$ cat config.mk
export PLATFORM = sky130hd
export DESIGN_NAME = memory_burst_reader
export DESIGN_NICKNAME = d
export VERILOG_FILES = /design/src/rtl/memory_pkg.sv /design/src/rtl/memory_burst_reader_fifo2.sv /design/src/rtl/memory_burst_reader.sv
export SDC_FILE = /design/constraint.sdc
export NUM_CORES = 1
export LEC_CHECK = 0
export ABC_CLOCK_PERIOD_IN_PS = 2950
export BUFFER_PORTS_ARGS = -buffer_cell sky130_fd_sc_hd__buf_4
export CAP_MARGIN = 20
export CORE_MARGIN = 3
export CORE_UTILIZATION = 54
export CTS_CLUSTER_SIZE = 20
export DETAILED_ROUTE_END_ITERATION = 16
export PLACE_DENSITY_LB_ADDON = 0.12
export SYNTH_ARGS = -nofsm -noshare
export SYNTH_HDL_FRONTEND = slang
export SYNTH_SLANG_ARGS = --single-unit
$ cat constraint.sdc
create_clock -name clk -period 2.95 [get_ports clk]
set_input_delay 0 -clock clk [delete_from_list [all_inputs] [get_ports clk]]
set_output_delay 0 -clock clk [all_outputs]
set_load 0.01 [all_outputs]
$ cat src/rtl/memory_pkg.sv
// Shared types for the memory read-side initiator: burst FSM states and output FIFO depth.
package memory_pkg;

    typedef enum logic [1:0] {
        IDLE  = 2'd0,
        READ  = 2'd1,
        DRAIN = 2'd2,
        DONE  = 2'd3
    } state_t;

    localparam int FIFO_DEPTH = 2;

endpackage

$ cat src/rtl/memory_burst_reader_fifo2.sv
// Two-entry synchronous FIFO; head word visible combinationally, push/pop in the same cycle both honoured.
// Pushes while full and pops while empty are ignored, so the caller gates them on full/empty.
module fifo2
    import memory_pkg::*;
#(
    parameter int N = 8
) (
    input  logic         clk,
    input  logic         rst,
    input  logic         push,
    input  logic [N-1:0] push_data,
    input  logic         pop,
    output logic [N-1:0] pop_data,
    output logic         empty,
    output logic         full
);

    logic [N-1:0] r_mem [FIFO_DEPTH];
    logic         r_wr_ptr;
    logic         r_rd_ptr;
    logic [1:0]   r_cnt;
    logic         w_do_push;
    logic         w_do_pop;

    assign empty     = (r_cnt == 2'd0);
    assign full      = (r_cnt == 2'(FIFO_DEPTH));
    assign pop_data  = r_mem[r_rd_ptr];
    assign w_do_push = push && !full;
    assign w_do_pop  = pop && !empty;

    always_ff @(posedge clk or negedge rst) begin
        if (!rst) begin
            for (int i = 0; i < FIFO_DEPTH; i++) begin
                r_mem[i] <= '0;
            end
            r_wr_ptr <= 1'b0;
            r_rd_ptr <= 1'b0;
            r_cnt    <= 2'd0;
        end else begin
            if (w_do_push) begin
                r_mem[r_wr_ptr] <= push_data;
                r_wr_ptr        <= ~r_wr_ptr;
            end
            if (w_do_pop) begin
                r_rd_ptr <= ~r_rd_ptr;
            end
            r_cnt <= r_cnt + 2'(w_do_push) - 2'(w_do_pop);
        end
    end

endmodule

$ cat src/rtl/memory_burst_reader.sv
// Walks a contiguous address range of the single-port memory and streams the words out on valid/ready.
// First word valid two edges after start; a full output FIFO freezes the read address until the sink drains.
module memory_burst_reader
    import memory_pkg::*;
#(
    parameter int N = 8
) (
    input  logic         clk,
    input  logic         rst,
    input  logic         start,
    input  logic [N-1:0] base_addr,
    input  logic [N:0]   len,
    output logic         busy,
    output logic         done,
    output logic         mem_we,
    output logic [N-1:0] mem_addr,
    output logic [N-1:0] mem_write,
    input  logic [N-1:0] mem_read,
    output logic [N-1:0] out_data,
    output logic         out_valid,
    input  logic         out_ready
);

    state_t       r_state;
    logic [N-1:0] r_addr;
    logic [N:0]   r_remaining;
    logic         r_busy;
    logic         r_done;
    logic         w_empty;
    logic         w_full;
    logic         w_push;
    logic         w_pop;

    assign mem_we    = 1'b0;
    assign mem_write = '0;
    assign mem_addr  = r_addr;
    assign busy      = r_busy;
    assign done      = r_done;
    assign out_valid = !w_empty;
    assign w_push    = (r_state == READ) && !w_full;
    assign w_pop     = !w_empty && out_ready;

    fifo2 #(.N(N)) u_fifo (
        .clk       (clk),
        .rst       (rst),
        .push      (w_push),
        .push_data (mem_read),
        .pop       (w_pop),
        .pop_data  (out_data),
        .empty     (w_empty),
        .full      (w_full)
    );

    always_ff @(posedge clk or negedge rst) begin
        if (!rst) begin
            r_state     <= IDLE;
            r_addr      <= '0;
            r_remaining <= '0;
            r_busy      <= 1'b0;
            r_done      <= 1'b0;
        end else begin
            case (r_state)
                IDLE: begin
                    r_done <= 1'b0;
                    if (start) begin
                        r_busy <= 1'b1;
                        if (len != '0) begin
                            r_addr      <= base_addr;
                            r_remaining <= len;
                            r_state     <= READ;
                        end else begin
                            r_done  <= 1'b1;
                            r_state <= DONE;
                        end
                    end
                end
                READ: begin
                    // Address advances only on the edge that actually captures the word.
                    if (w_push) begin
                        r_addr      <= r_addr + N'(1);
                        r_remaining <= r_remaining - (N+1)'(1);
                        if (r_remaining == (N+1)'(1)) begin
                            r_state <= DRAIN;
                        end
                    end
                end
                DRAIN: begin
                    if (w_empty) begin
                        r_done  <= 1'b1;
                        r_state <= DONE;
                    end
                end
                DONE: begin
                    r_done  <= 1'b0;
                    r_busy  <= 1'b0;
                    r_state <= IDLE;
                end
            endcase
        end
    end

endmodule

==> metrics.cfg <==
[layout]
antennaDiodeCount=0
fillers=364
regArea_sq_um=1030
syn2layout_area_growth_pct=22.9
multiInputGateArea_sq_um=1350
drive_gt1_share_pct=29.9
nets=346

[hold_path]
hold_start=len[6]
whs_path_depth=3
min_path_type=in2reg
min_to=r_remaining[6]

[floorplanning]
coreArea_sq_um=4440
core.rowCount=24
initial_core_util_pct=56.7
dieArea_sq_um=5520
fp.dieW_um=74.3
die_h_um=74.3
io_pins=57

[worst_setup_path]
critPathKind=reg2reg
cp_top_family=simple AND/OR/NAND/NOR gates
crit_required_ns=3.19
crit_path_top_delay_cell=or4_1
reg2reg_slack_ns=0.69
end_kind=register
path_max_fanout=21
start_kind=register
ff2ff_path_depth=8
timing.rr.start=r_state[1]
crit_buf_inv=3
cp_cell_sequence=inv_1 -> ha_1 -> buf_4 -> nor2b_1 -> o41ai_2 -> buf_4 -> or4_1 -> nand4_1
r2r-end=r_remaining[1]
critical_path.max_stage_delay_ns=0.42
arrival_ns=2.50
crit_top_cell=buf_4

[synthesis]
async_flop_share_pct=100
synth_edf_count=0
yosysMostFrequentCell=dfrtp_1
ys_seq_area_share_pct=40.7
yosys.area_share.adder_pct=4.97
yosys.area_share.simple_pct=22.5
synth_area_leader_cell=dfrtp_1
synth-seq-cells=41
synth_top_family_by_area=simple AND/OR/NAND/NOR gates
synthCells=251
synth_xor_area_share_pct=1.39
synth_compound_area_share_pct=10.6
netlist_area_sq_um=2520
synthMuxAreaShare_pct=12.8
synth.area.top_cells=dfrtp_1, mux2_2, ha_1
synth_top_area_share_pct=40.7
syn_avg_cell_area_sq_um=10.0
synth_flop_cell=dfrtp_1
ys_warn_count=0
yosys-top-cells-count=dfrtp_1, mux2_2, nor2_1
synth_cell_type_count=48

[global_route]
globalRouteOverflowTotal=0
antenna_found_initial=0
grt_pass1_vias=1958
grt_max_degree=42
grtUsageTotal_pct=22.0
grt_pass1_wl_mm=9.37

[route]
viasPerCell=5.85
dr.pass1.iters=4
dr.first_iter.drc_count=142
wl_mm=5.76
wl_met1_mm=2.52
wire_per_inst_um=16.0
route.met2.wl_mm=2.84
met3WireLength_um=276
ant_nets=0
top_layer_used=met4
vias=2107
post-route-drc-count=0

[timing]
final.setup.tns_ns=0
period_share_pct=76.8
worst_pin_slew_ns=0.914
rsz0062_at_grt=false
report.final.slew_viol_count=0
whs_ns=0.0236
setup_violations=0
fin_crit_ns=2.26
relSlewSlack_pct=39.0
fin_skew_ns=0.00905
hold_viol=0
fmax_ghz=0.442

[clock_network]
cts_buffer_depth=2
cts_resized=0
cts_made_buffers=5
cts_max_level=2
cts_tree=built
clkLatencyLatePin_ns=0.30
cts_sinks=41
cts.clk_slew.worst_paths_ns=0.09
root_buffer=clkbuf_8

[flow_run]
cap_violations=0

[outcome]
status=complete, no violations

[power_and_ir_drop]
power_density_nw_per_um2=1150
leakage_nw=1.37
irDropWorstVdd_mv=0.524

[placement]
gp_congestion=0.900
dpl.hpwl_mm=4.02
port_buffers=47

-- per-stage QoR --
stage	instances	power [mW]	util [%]	area [sq um]	setup slack, ns
after floorplan	259	2.51	-	2550	0.914
after global placement	340	3.01	64.4	2860	0.811
after detailed placement	340	3.09	64.4	2860	0.718
after CTS	360	3.58	69.7	3100	0.696
after global routing	360	3.88	69.7	3100	0.483
final	360	3.57	69.7	3100	0.686
-- cell type report --
class	count	share of cell area (%)
multi-input cells	185	43.6
well taps	52	2.10
clock inverters	3	1.49
clock buffers	5	2.22
flip-flops and latches	41	33.1
inverters	12	1.45
repair buffers	62	16.0
-- metal layers --
metal	GRT usage, %	vias to the layer above
li1	-	1021
met1	28.4	1004
met2	36.4	71
met3	4.19	11
met4	9.09	0
met5	0	-
-- sequential cells by signal (all words and copies together) (netlist names) --
register / cells
u_fifo.r_cnt: 2
r_state: 2
u_fifo.r_rd_ptr: 1
r_remaining: 9
busy: 1
done: 1
u_fifo.r_wr_ptr: 1
u_fifo.r_mem: 16
mem_addr: 8
-- how the worst max path moves through the flow --
stage | from | to | cells past startpoint
6_report | r_state[1] | r_remaining[1] | 8
4_1_cts | r_state[1] | r_remaining[1] | 8
3_3_place_gp | r_state[1] | r_remaining[1] | 8
2_1_floorplan | r_state[1] | u_fifo.r_mem[10] | 6
3_5_place_dp | r_state[1] | r_remaining[1] | 8
5_1_grt | r_state[1] | mem_addr[6] | 7
-- power breakdown --
| part | leakage [nW] | switching, mW | internal [mW] |
|---|---|---|---|
| logic | 0.838 | 0.988 | 0.954 |
| clock network | 0.0543 | 0.214 | 0.253 |
| registers | 0.478 | 0.291 | 0.867 |
| total | 1.37 | 1.49 | 2.07 |
-- cells in the final DEF, fill, tap and decap left out, types with 2 or more instances in the layout --
| cell | instances |
|---|---|
| and4_1 | 6 |
| o221a_2 | 2 |
| nand2b_1 | 8 |
| a21oi_1 | 3 |
| mux2_2 | 25 |
| o32ai_1 | 7 |
| dlygate4sd3_1 | 12 |
| clkbuf_8 | 5 |
| nand2_1 | 8 |
| nand3_1 | 10 |
| or4_1 | 2 |
| or3_1 | 5 |
| nor4_1 | 3 |
| o21ai_0 | 4 |
| nor2b_1 | 3 |
| nor3_1 | 17 |
| mux2i_1 | 4 |
| nor4b_1 | 3 |
| nand4_1 | 7 |
| nor2_1 | 19 |
| xnor2_1 | 3 |
| a211oi_1 | 3 |
| ha_1 | 10 |
| buf_4 | 50 |
| a31oi_1 | 3 |
| dfrtp_1 | 41 |
| conb_1 | 9 |
| or2_2 | 3 |
| inv_1 | 12 |
-- worst min-delay path: stages --
cell,delay (ns)
buf_4,0.08
o32ai_1,0.07
nor3_1,0.11
-- logic make-up after synthesis --
logic type / count (synthesis)
other: 1
buffers and inverters: 33
muxes: 29
DFF: 41
and+or+nand+nor: 101
adders and majority gates: 10
AOI/OAI and AO/OA: 32
xor gates and xnor gates: 4
-- repair_timing --
item | 4_1_cts | 5_1_grt
hold buffers | 12 | 0
setup endpoints to repair | 0 | 0
setup buffers | 0 | 0
endpoints found under the hold margin | 60 | 0
Note: power is estimated with default switching activity, not from simulation.
